===== config.mk =====
export PLATFORM = sky130hd
export DESIGN_NAME = result_relu_writer
export DESIGN_NICKNAME = d
export VERILOG_FILES = /design/src/rtl/result_relu_writer.sv
export SDC_FILE = /design/constraint.sdc
export NUM_CORES = 1
export LEC_CHECK = 0
export CORE_AREA = 2 2 238 240
export DETAILED_ROUTE_END_ITERATION = 10
export DIE_AREA = 0 0 240 242
export PLACE_DENSITY = 0.47
export SYNTH_ARGS = -nofsm -noshare
export SYNTH_HDL_FRONTEND = slang
export SYNTH_SLANG_ARGS = --single-unit

===== constraint.sdc =====
create_clock -name clk -period 7.15 [get_ports clk]
set_input_delay 0.715 -clock clk [delete_from_list [all_inputs] [get_ports clk]]
set_output_delay 0.715 -clock clk [all_outputs]
set_load 0.005 [all_outputs]

===== src/rtl/result_relu_writer.sv =====
// Streams the MAC result matrix back from result SRAM, applies ReLU, and writes a {rows,cols}-headed copy to output SRAM.
// Job length N+3 cycles accept-to-last-write; optional `RESULT_RELU_NEGCOUNT_EN adds a negative-element counter.
module result_relu_writer #(
    parameter int ADDR_W = 16,
    parameter int DATA_W = 32
) (
    input  logic              clk,
    input  logic              reset_n,
    input  logic              post_valid,
    output logic              post_ready,
    input  logic [15:0]       result_num_rows,
    input  logic [15:0]       result_num_cols,
    input  logic [ADDR_W-1:0] out_write_base_address,
    output logic [ADDR_W-1:0] dut__tb__sram_result_read_address,
    input  logic [DATA_W-1:0] tb__dut__sram_result_read_data,
    output logic              dut__tb__sram_output_write_enable,
    output logic [ADDR_W-1:0] dut__tb__sram_output_write_address,
    output logic [DATA_W-1:0] dut__tb__sram_output_write_data
`ifdef RESULT_RELU_NEGCOUNT_EN
    ,
    output logic [ADDR_W-1:0] relu_neg_count
`endif
);

    typedef enum logic [1:0] {IDLE, HEADER, STREAM, DRAIN} state_t;

    state_t            state_q, state_d;
    logic [31:0]       n_q;
    logic [31:0]       idx_q;
    logic [ADDR_W-1:0] base_q;
    logic [ADDR_W-1:0] raddr_q;
    logic [ADDR_W-1:0] pipe_addr_q;
    logic              rd_vld_q;
    logic              drain_q;
    logic              we_q;
    logic [ADDR_W-1:0] waddr_q;
    logic [DATA_W-1:0] wdata_q;

    logic              accept;
    logic              last_issue;
    logic              neg_elem;
    logic [DATA_W-1:0] relu_d;

    assign accept     = (state_q == IDLE) && post_valid;
    assign last_issue = (idx_q == n_q - 32'd1);
    assign neg_elem   = tb__dut__sram_result_read_data[DATA_W-1];
    assign relu_d     = neg_elem ? '0 : tb__dut__sram_result_read_data;

    always_ff @(posedge clk or negedge reset_n) begin
        if (!reset_n) state_q <= IDLE;
        else          state_q <= state_d;
    end

    always_comb begin
        state_d = state_q;
        case (state_q)
            IDLE:    if (post_valid) state_d = HEADER;
            HEADER:  state_d = (n_q == 32'd0) ? IDLE : STREAM;
            STREAM:  if (last_issue) state_d = DRAIN;
            DRAIN:   if (drain_q) state_d = IDLE;
            default: state_d = IDLE;
        endcase
    end

    always_comb begin
        post_ready = (state_q == IDLE);
    end

    // Read side: address k is on the bus while idx_q==k; its data lands one cycle later.
    always_ff @(posedge clk or negedge reset_n) begin
        if (!reset_n) begin
            n_q         <= '0;
            idx_q       <= '0;
            base_q      <= '0;
            raddr_q     <= '0;
            pipe_addr_q <= '0;
            rd_vld_q    <= 1'b0;
            drain_q     <= 1'b0;
        end else begin
            rd_vld_q <= (state_q == STREAM);
            drain_q  <= (state_q == DRAIN);
            if (state_q == STREAM)
                pipe_addr_q <= base_q + raddr_q + ADDR_W'(1);
            if (accept) begin
                n_q     <= 32'(result_num_rows) * 32'(result_num_cols);
                base_q  <= out_write_base_address;
                raddr_q <= '0;
                idx_q   <= '0;
            end else if ((state_q == STREAM) && !last_issue) begin
                raddr_q <= raddr_q + ADDR_W'(1);
                idx_q   <= idx_q + 32'd1;
            end
        end
    end

    // Header is registered on the accept edge so it strobes during HEADER.
    always_ff @(posedge clk or negedge reset_n) begin
        if (!reset_n) begin
            we_q    <= 1'b0;
            waddr_q <= '0;
            wdata_q <= '0;
        end else if (accept) begin
            we_q    <= 1'b1;
            waddr_q <= out_write_base_address;
            wdata_q <= DATA_W'({result_num_rows, result_num_cols});
        end else if (rd_vld_q) begin
            we_q    <= 1'b1;
            waddr_q <= pipe_addr_q;
            wdata_q <= relu_d;
        end else begin
            we_q    <= 1'b0;
        end
    end

`ifdef RESULT_RELU_NEGCOUNT_EN
    logic [ADDR_W-1:0] neg_q;

    always_ff @(posedge clk or negedge reset_n) begin
        if (!reset_n)
            neg_q <= '0;
        else if (accept)
            neg_q <= '0;
        else if (rd_vld_q && neg_elem && (neg_q != '1))
            neg_q <= neg_q + ADDR_W'(1);
    end

    assign relu_neg_count = neg_q;
`endif

    assign dut__tb__sram_result_read_address  = raddr_q;
    assign dut__tb__sram_output_write_enable  = we_q;
    assign dut__tb__sram_output_write_address = waddr_q;
    assign dut__tb__sram_output_write_data    = wdata_q;

endmodule

==> metrics.cfg, run 1 <==
[detailed_routing]
dr.first_iter.drc_count=747
wire_per_inst_um=17.10
drc_errors=0
via_per_inst=4.911
vias=14188
ant_nets=0
dr.pass1.iters=5
routed_wl_um=49400

[pwr]
p_per_area_nw_per_um2=393.8
power_uw=8160
vdd_drop_max_uv=420.3
p_leak_uw=0.009505

[floorplanning]
io_pins=149
initial_utilization_pct=31.70
rows=87
core_area_um2=55730
die_w_um=240
die_h_um=242
dieArea_um2=58080

[clocking]
clockRootBuffer=clkbuf_16
numCtsBuffers=17
cts_max_level=4
clk_path_buf_depth=2
postCtsHoldBufs=0
post_cts_resized=0
postCtsSetupBuffers=0
clk_latency_ns=0.48
cts_num_sinks=165
cts_tree=built
clk_pin_slew_worst_paths_ns=0.08

[logic_synthesis]
synth_area_um2=17670
yosysMostFrequentCell=nand2_1
synth_largest_area_cell=dfrtp_1
synthDistinctLibCells=74
avgSynthCellArea_um2=8.882
syn-num-nets=2390
netlist_instances=1989
synth_flop_cell=dfrtp_1
synthTopCellsByCount=299 x nand2_1, 248 x inv_1, 195 x fa_1
synth.top_cells.by_area=dfrtp_1 23%, fa_1 22%, ha_1 8.7%
synth_top_area_share_pct=23.37
synthArstFlopShare_pct=100.0
ys_warn_count=0
synth-edff-count=0
yosys_register_bits=165
synth-seq-area-share_pct=23.37

[grt]
grt_max_degree=73
grt_pass1_wl_um=81200
grt_usage_pct=17.70
grt_remaining_overflow=0
antenna_found_initial=2
grt_pass1_vias=14680

[placed_design]
gp_congestion=0.8235
postPlaceCellArea_um2=20180
dp_hpwl_um=39250
portBuffers=148

[sta]
relSlewSlack_pct=32.41
finalCriticalPeriod_ns=6.597
fmax_mhz=151.6
setup_viol=0
finalHoldViolations=0
worst_slew_pin_slew_ns=1.010
setup_tns_ns=0
rsz0062_at_grt=no
skew_ns=0.02179
maxSlewViolCount=0
min_period_over_period_pct=92.27

[worst_setup_path]
arrival_ns=6.93
cp.required_ns=7.48
cp-start-kind=primary input
cp_max_fo=10
endpoint_kind=flop
path_class=in2reg
r2r_setup_slack_ns=2.57

[layout]
final_area_um2=20720
nNetsFinal=2520
drive_gt1_share_pct=5.910
syn2layout_area_growth_pct=17.27

[worst_hold_path]
min_path_type=in2async

[job]
cap_violations=0

[status]
status=complete, no violations

[worst paths after layout]
| check | start | end | cells past startpoint |
|---|---|---|---|
| worst max register to register | n_q[0] | dut__tb__sram_result_read_address[15] | 11 |
| worst min register to register | drain_q | flop | 1 |
| min in group clk | drain_q | flop | 1 |
| max in group asynchronous | reset_n | n_q[29] | 2 |
| worst max-delay path | result_num_rows[12] | n_q[26] | 21 |
| worst min-delay path | reset_n | dut__tb__sram_output_write_data[31] | 1 |
[worst max-delay path, stage by stage]
cell and delay [ns]:
clkdlybuf4s50_1 0.80, buf_4 0.29, nand2_1 0.09, fa_1 0.53, fa_1 0.52, inv_1 0.05, fa_1 0.54, fa_1 0.44
fa_1 0.51, inv_1 0.05, fa_1 0.48, inv_1 0.05, ha_1 0.28, buf_4 0.16, and4_1 0.18, o211ai_1 0.08
nand2_1 0.14, o41ai_1 0.50, o21ai_0 0.20, xnor2_1 0.21, o21ai_0 0.10
[placed cells by master (no fill, tap or decap), types with 5 or more instances in the layout]
| cell type | count |
|---|---|
| xor2_1 | 31 |
| nor2_1 | 76 |
| ha_1 | 123 |
| nand2_1 | 299 |
| nor3_1 | 26 |
| o211ai_1 | 17 |
| o31ai_1 | 23 |
| o21a_1 | 6 |
| clkbuf_16 | 17 |
| inv_1 | 248 |
| a211oi_1 | 6 |
| fa_1 | 195 |
| or3_1 | 22 |
| buf_4 | 61 |
| nand3b_1 | 34 |
| xnor2_1 | 44 |
| nand4_1 | 12 |
| o21ai_1 | 10 |
| nor4b_1 | 5 |
| dfrtp_1 | 164 |
| nor4_1 | 21 |
| nand3_1 | 31 |
| a31oi_1 | 41 |
| a21o_1 | 13 |
| and3_1 | 13 |
| a21oi_1 | 58 |
| o21ai_0 | 91 |
| nor2b_1 | 7 |
| or4_1 | 14 |
| mux2i_1 | 26 |
| nand2b_1 | 42 |
| clkdlybuf4s50_1 | 147 |
| inv_6 | 5 |
| and2_1 | 120 |
[sequential cells by signal, summed over array words and instances, names as in the netlist, named ones only]
signal,flops
dut__tb__sram_result_read_address,16
drain_q,1
dut__tb__sram_output_write_address,16
pipe_addr_q,16
rd_vld_q,1
state_q,1
n_q,32
base_q,16
idx_q,32
dut__tb__sram_output_write_data,32
dut__tb__sram_output_write_enable,1
[report_power, final]
group / leakage, µW / switching (µW) / total, µW / internal [µW]
Clock: 0.000262 / 432 / 882 / 450
Sequential: 0.00202 / 286 / 1420 / 1130
Combinational: 0.00722 / 3230 / 5860 / 2630
Total: 0.00950 / 3950 / 8160 / 4210
[stage by stage]
stage	utilization [%]	std cells	worst slack, ns	hold slack (ns)
after floorplan	-	1989	0.8027	0.4188
after global placement	36.22	2856	0.1216	0.4299
after detailed placement	36.22	2856	0.1199	0.4410
after CTS	37.17	2888	0.6283	0.1892
after global routing	37.17	2888	0.2781	0.2225
final	37.17	2889	0.5526	0.2038
[cells by family after synthesis]
logic type	synth area share, %
XOR/XNOR	3.718
flip-flops	23.37
adder cells (fa/ha/maj)	30.81
AO/OA/AOI/OAI	10.51
AND/OR/NAND/NOR	22.26
buffers and inverters	7.861
multiplexers	1.473
[cell type report]
cell class                 instances  area [µm²]
timing repair buffer             213        2021
clock inverter                    12       95.09
tap                              756       945.9
clock buffer                      20       436.7
inverter                         248       930.9
sequential                       165        4130
antenna                            1       2.502
fill                            5828       35010
multi-input combinational       1474       12160
[per-layer routing]
metal | vias up | global-route usage, % | wire, µm
met2 | 264 | 28.27 | 23050
li1 | 6800 | - | -
met5 | - | 0 | 9
met1 | 7075 | 24.27 | 23280
met3 | 47 | 3.658 | 2254
met4 | 2 | 4.713 | 812
Note: power is estimated with default switching activity, not from simulation.
==> run 2, diff against run 1 <==
Settings changed: HOLD_SLACK_MARGIN set to 0.05.
==> results of run 2 <==
Final layout, timing and power as in run 1 (identical DEF).
==> run 3, diff against run 2 <==
Settings changed: PLACE_DENSITY 0.47 to 0.49, REMOVE_ABC_BUFFERS set to 1.
Clock period 7.15 ns to 5.5 ns, I/O delays scaled along.
==> metrics.cfg, run 3 (synthesized netlist as in run 1, its figures left out) <==
[status]
status=finished with violations
violations=setup timing

[sta]
finalHoldViolations=0  ; unchanged
rsz0062_at_grt=yes
setup_slack_ns=-0.1079  ; -0.6605 ns
skew_ns=0.01965  ; -0.002135 ns
fmax_mhz=178.3
worst_slew_pin_slew_ns=0.9973  ; -0.01275 ns
maxSlewViolCount=0  ; unchanged
finalCriticalPeriod_ns=5.608
min_period_over_period_pct=102.0
setup_tns_ns=-0.3907  ; -0.3907 ns
relSlewSlack_pct=33.51  ; +1.1 points
setup_viol=8  ; +8

[clocking]
cts_max_level=4  ; unchanged
postCtsHoldBufs=0  ; unchanged
clk_path_buf_depth=2  ; unchanged
numCtsBuffers=17  ; unchanged
cts_num_sinks=165  ; unchanged
clk_pin_slew_worst_paths_ns=0.08  ; about the same
clk_latency_ns=0.48  ; about the same
clockRootBuffer=clkbuf_16
cts_tree=built

[worst_setup_path]
cpLargestDelayFamily=adder cells
cp_max_fo=6  ; -4
slowest_delay_ns=0.57  ; -0.23 ns
r2r_setup_slack_ns=1.04  ; -1.53 ns
reg2reg_from=n_q[0]
rr_worst_depth=11  ; unchanged
path_common_cell=fa_1
crit_chain=clkdlybuf4s15_2, buf_6, and2_4, fa_1, fa_1, fa_1, fa_1, fa_1, inv_1, fa_1, inv_2, ha_4, buf_4, a21oi_1, o21ai_0, a21o_1, o211ai_1, a21oi_2, or4_1, nand3_1
slowest_stage=fa_1
endpoint_kind=flop
path_class=in2reg
cp-start-kind=primary input
cp.required_ns=5.90  ; -1.58 ns
path_buf_inv=5  ; -1
arrival_ns=6.01  ; -0.92 ns
r2r-end=dut__tb__sram_result_read_address[15]

[grt]
grt_pass1_wl_um=81940  ; +0.91%
grt_usage_pct=17.67  ; -0.024 points
grt_pass1_vias=15614  ; +6.4%
antenna_found_initial=0  ; -2
grt_max_degree=125  ; +71%
grt_remaining_overflow=0  ; unchanged

[floorplanning]
core_area_um2=55730  ; unchanged
rows=87  ; unchanged
io_pins=149  ; unchanged
dieArea_um2=58080  ; unchanged
die_h_um=242  ; unchanged
initial_utilization_pct=31.70  ; unchanged
die_w_um=240  ; unchanged

[layout]
layout_commonest_cell=nand2_1
syn2layout_area_growth_pct=28.44
fin_cells=3044  ; +5.4%
drive_gt1_share_pct=19.85  ; +14 points
nNetsFinal=2675  ; +6.2%
mostFrequentLayoutCells=279 x nand2_1, 217 x inv_1, 177 x fa_1, 177 x buf_4, 164 x dfrtp_1

[detailed_routing]
dr.first_iter.drc_count=766  ; +2.5%
drc_errors=0  ; unchanged
routed_wl_um=49860  ; +0.93%
dr.pass1.iters=5  ; unchanged
vias=14762  ; +4.0%
wire_per_inst_um=16.38  ; -4.2%
ant_nets=0  ; unchanged
via_per_inst=4.850  ; -1.3%

[pwr]
p_leak_uw=0.01047  ; +10%
vdd_drop_max_uv=699.5  ; +66%
p_per_area_nw_per_um2=629.0  ; +60%

[placed_design]
portBuffers=148  ; unchanged
dp_hpwl_um=37780  ; -3.8%
dp_cells=2957  ; +3.5%
gp_congestion=0.8296  ; +0.74%

[job]
cap_violations=0  ; unchanged

[worst_hold_path]
min_path_type=in2async

run 3: cell count changes in the layout (fill, tap and decap cells not counted), sizes merged, moves of 2 or more:
cell,delta
inv,+2
clkdlybuf4s50,-31
clkdlybuf4s15,+3
buf,+178
dlygate4sd2,+2
clkinv,-2
run 3: metal layers:
layer / share of wire [%] / track usage, % / vias to the layer above / routed length [µm]
li1: - / - / 7112 / -
met1: 45 / 22.76 / 7331 / 22280
met2: 50 / 30.37 / 248 / 25010
met3: 2.7 / 2.518 / 71 / 1371
met4: 2.4 / 5.663 / 0 / 1198
met5: 0 / 0 / - / 0
run 3: worst max path at each step:
stage	from	end	slack [ns]	cells past startpoint
after CTS	result_num_rows[4]	n_q[31]	-0.07	22
final	result_num_cols[14]	n_q[30]	-0.11	20
after global placement	result_num_rows[7]	n_q[29]	-1.34	23
after floorplan	result_num_cols[4]	n_q[29]	-0.41	21
after global routing	result_num_rows[6]	n_q[30]	-0.39	23
after detailed placement	result_num_rows[7]	n_q[29]	-1.33	23
run 3: through the flow:
| stage | util [%] | power, µW | hold slack (ns) | instance area (µm²) | worst slack, ns |
|---|---|---|---|---|---|
| after floorplan | - | 7241 | 0.2544 | 17210 | -0.4082 |
| after global placement | 37.63 | 10750 | 0.4353 | 20970 | -1.338 |
| after detailed placement | 37.63 | 10800 | 0.4517 | 20970 | -1.328 |
| after CTS | 40.03 | 13510 | 0.06942 | 22310 | -0.07158 |
| after global routing | 40.71 | 15730 | 0.09137 | 22690 | -0.3857 |
| final | 40.71 | 14270 | 0.05656 | 22690 | -0.1079 |
run 3: power by group:
group,internal (µW),switching (µW)
logic,5690,5490
clock network,660,612
registers,1470,357
run 3: repair_timing:
action                     CTS  global route
buffers inserted            38            16
resized for setup          257            99
gates cloned                 3             0
pin swaps                   92            78
setup endpoints to repair   18            14
run 3: final cells by class:
cell class	instances	area [µm²]
fill	5618	33040
multi-input combinational	1474	12740
sequential	165	4133
timing repair buffer	368	3342
tap	756	945.9
inverter	248	933.4
clock buffer	19	442.9
clock inverter	13	153.9
antenna	1	2.502
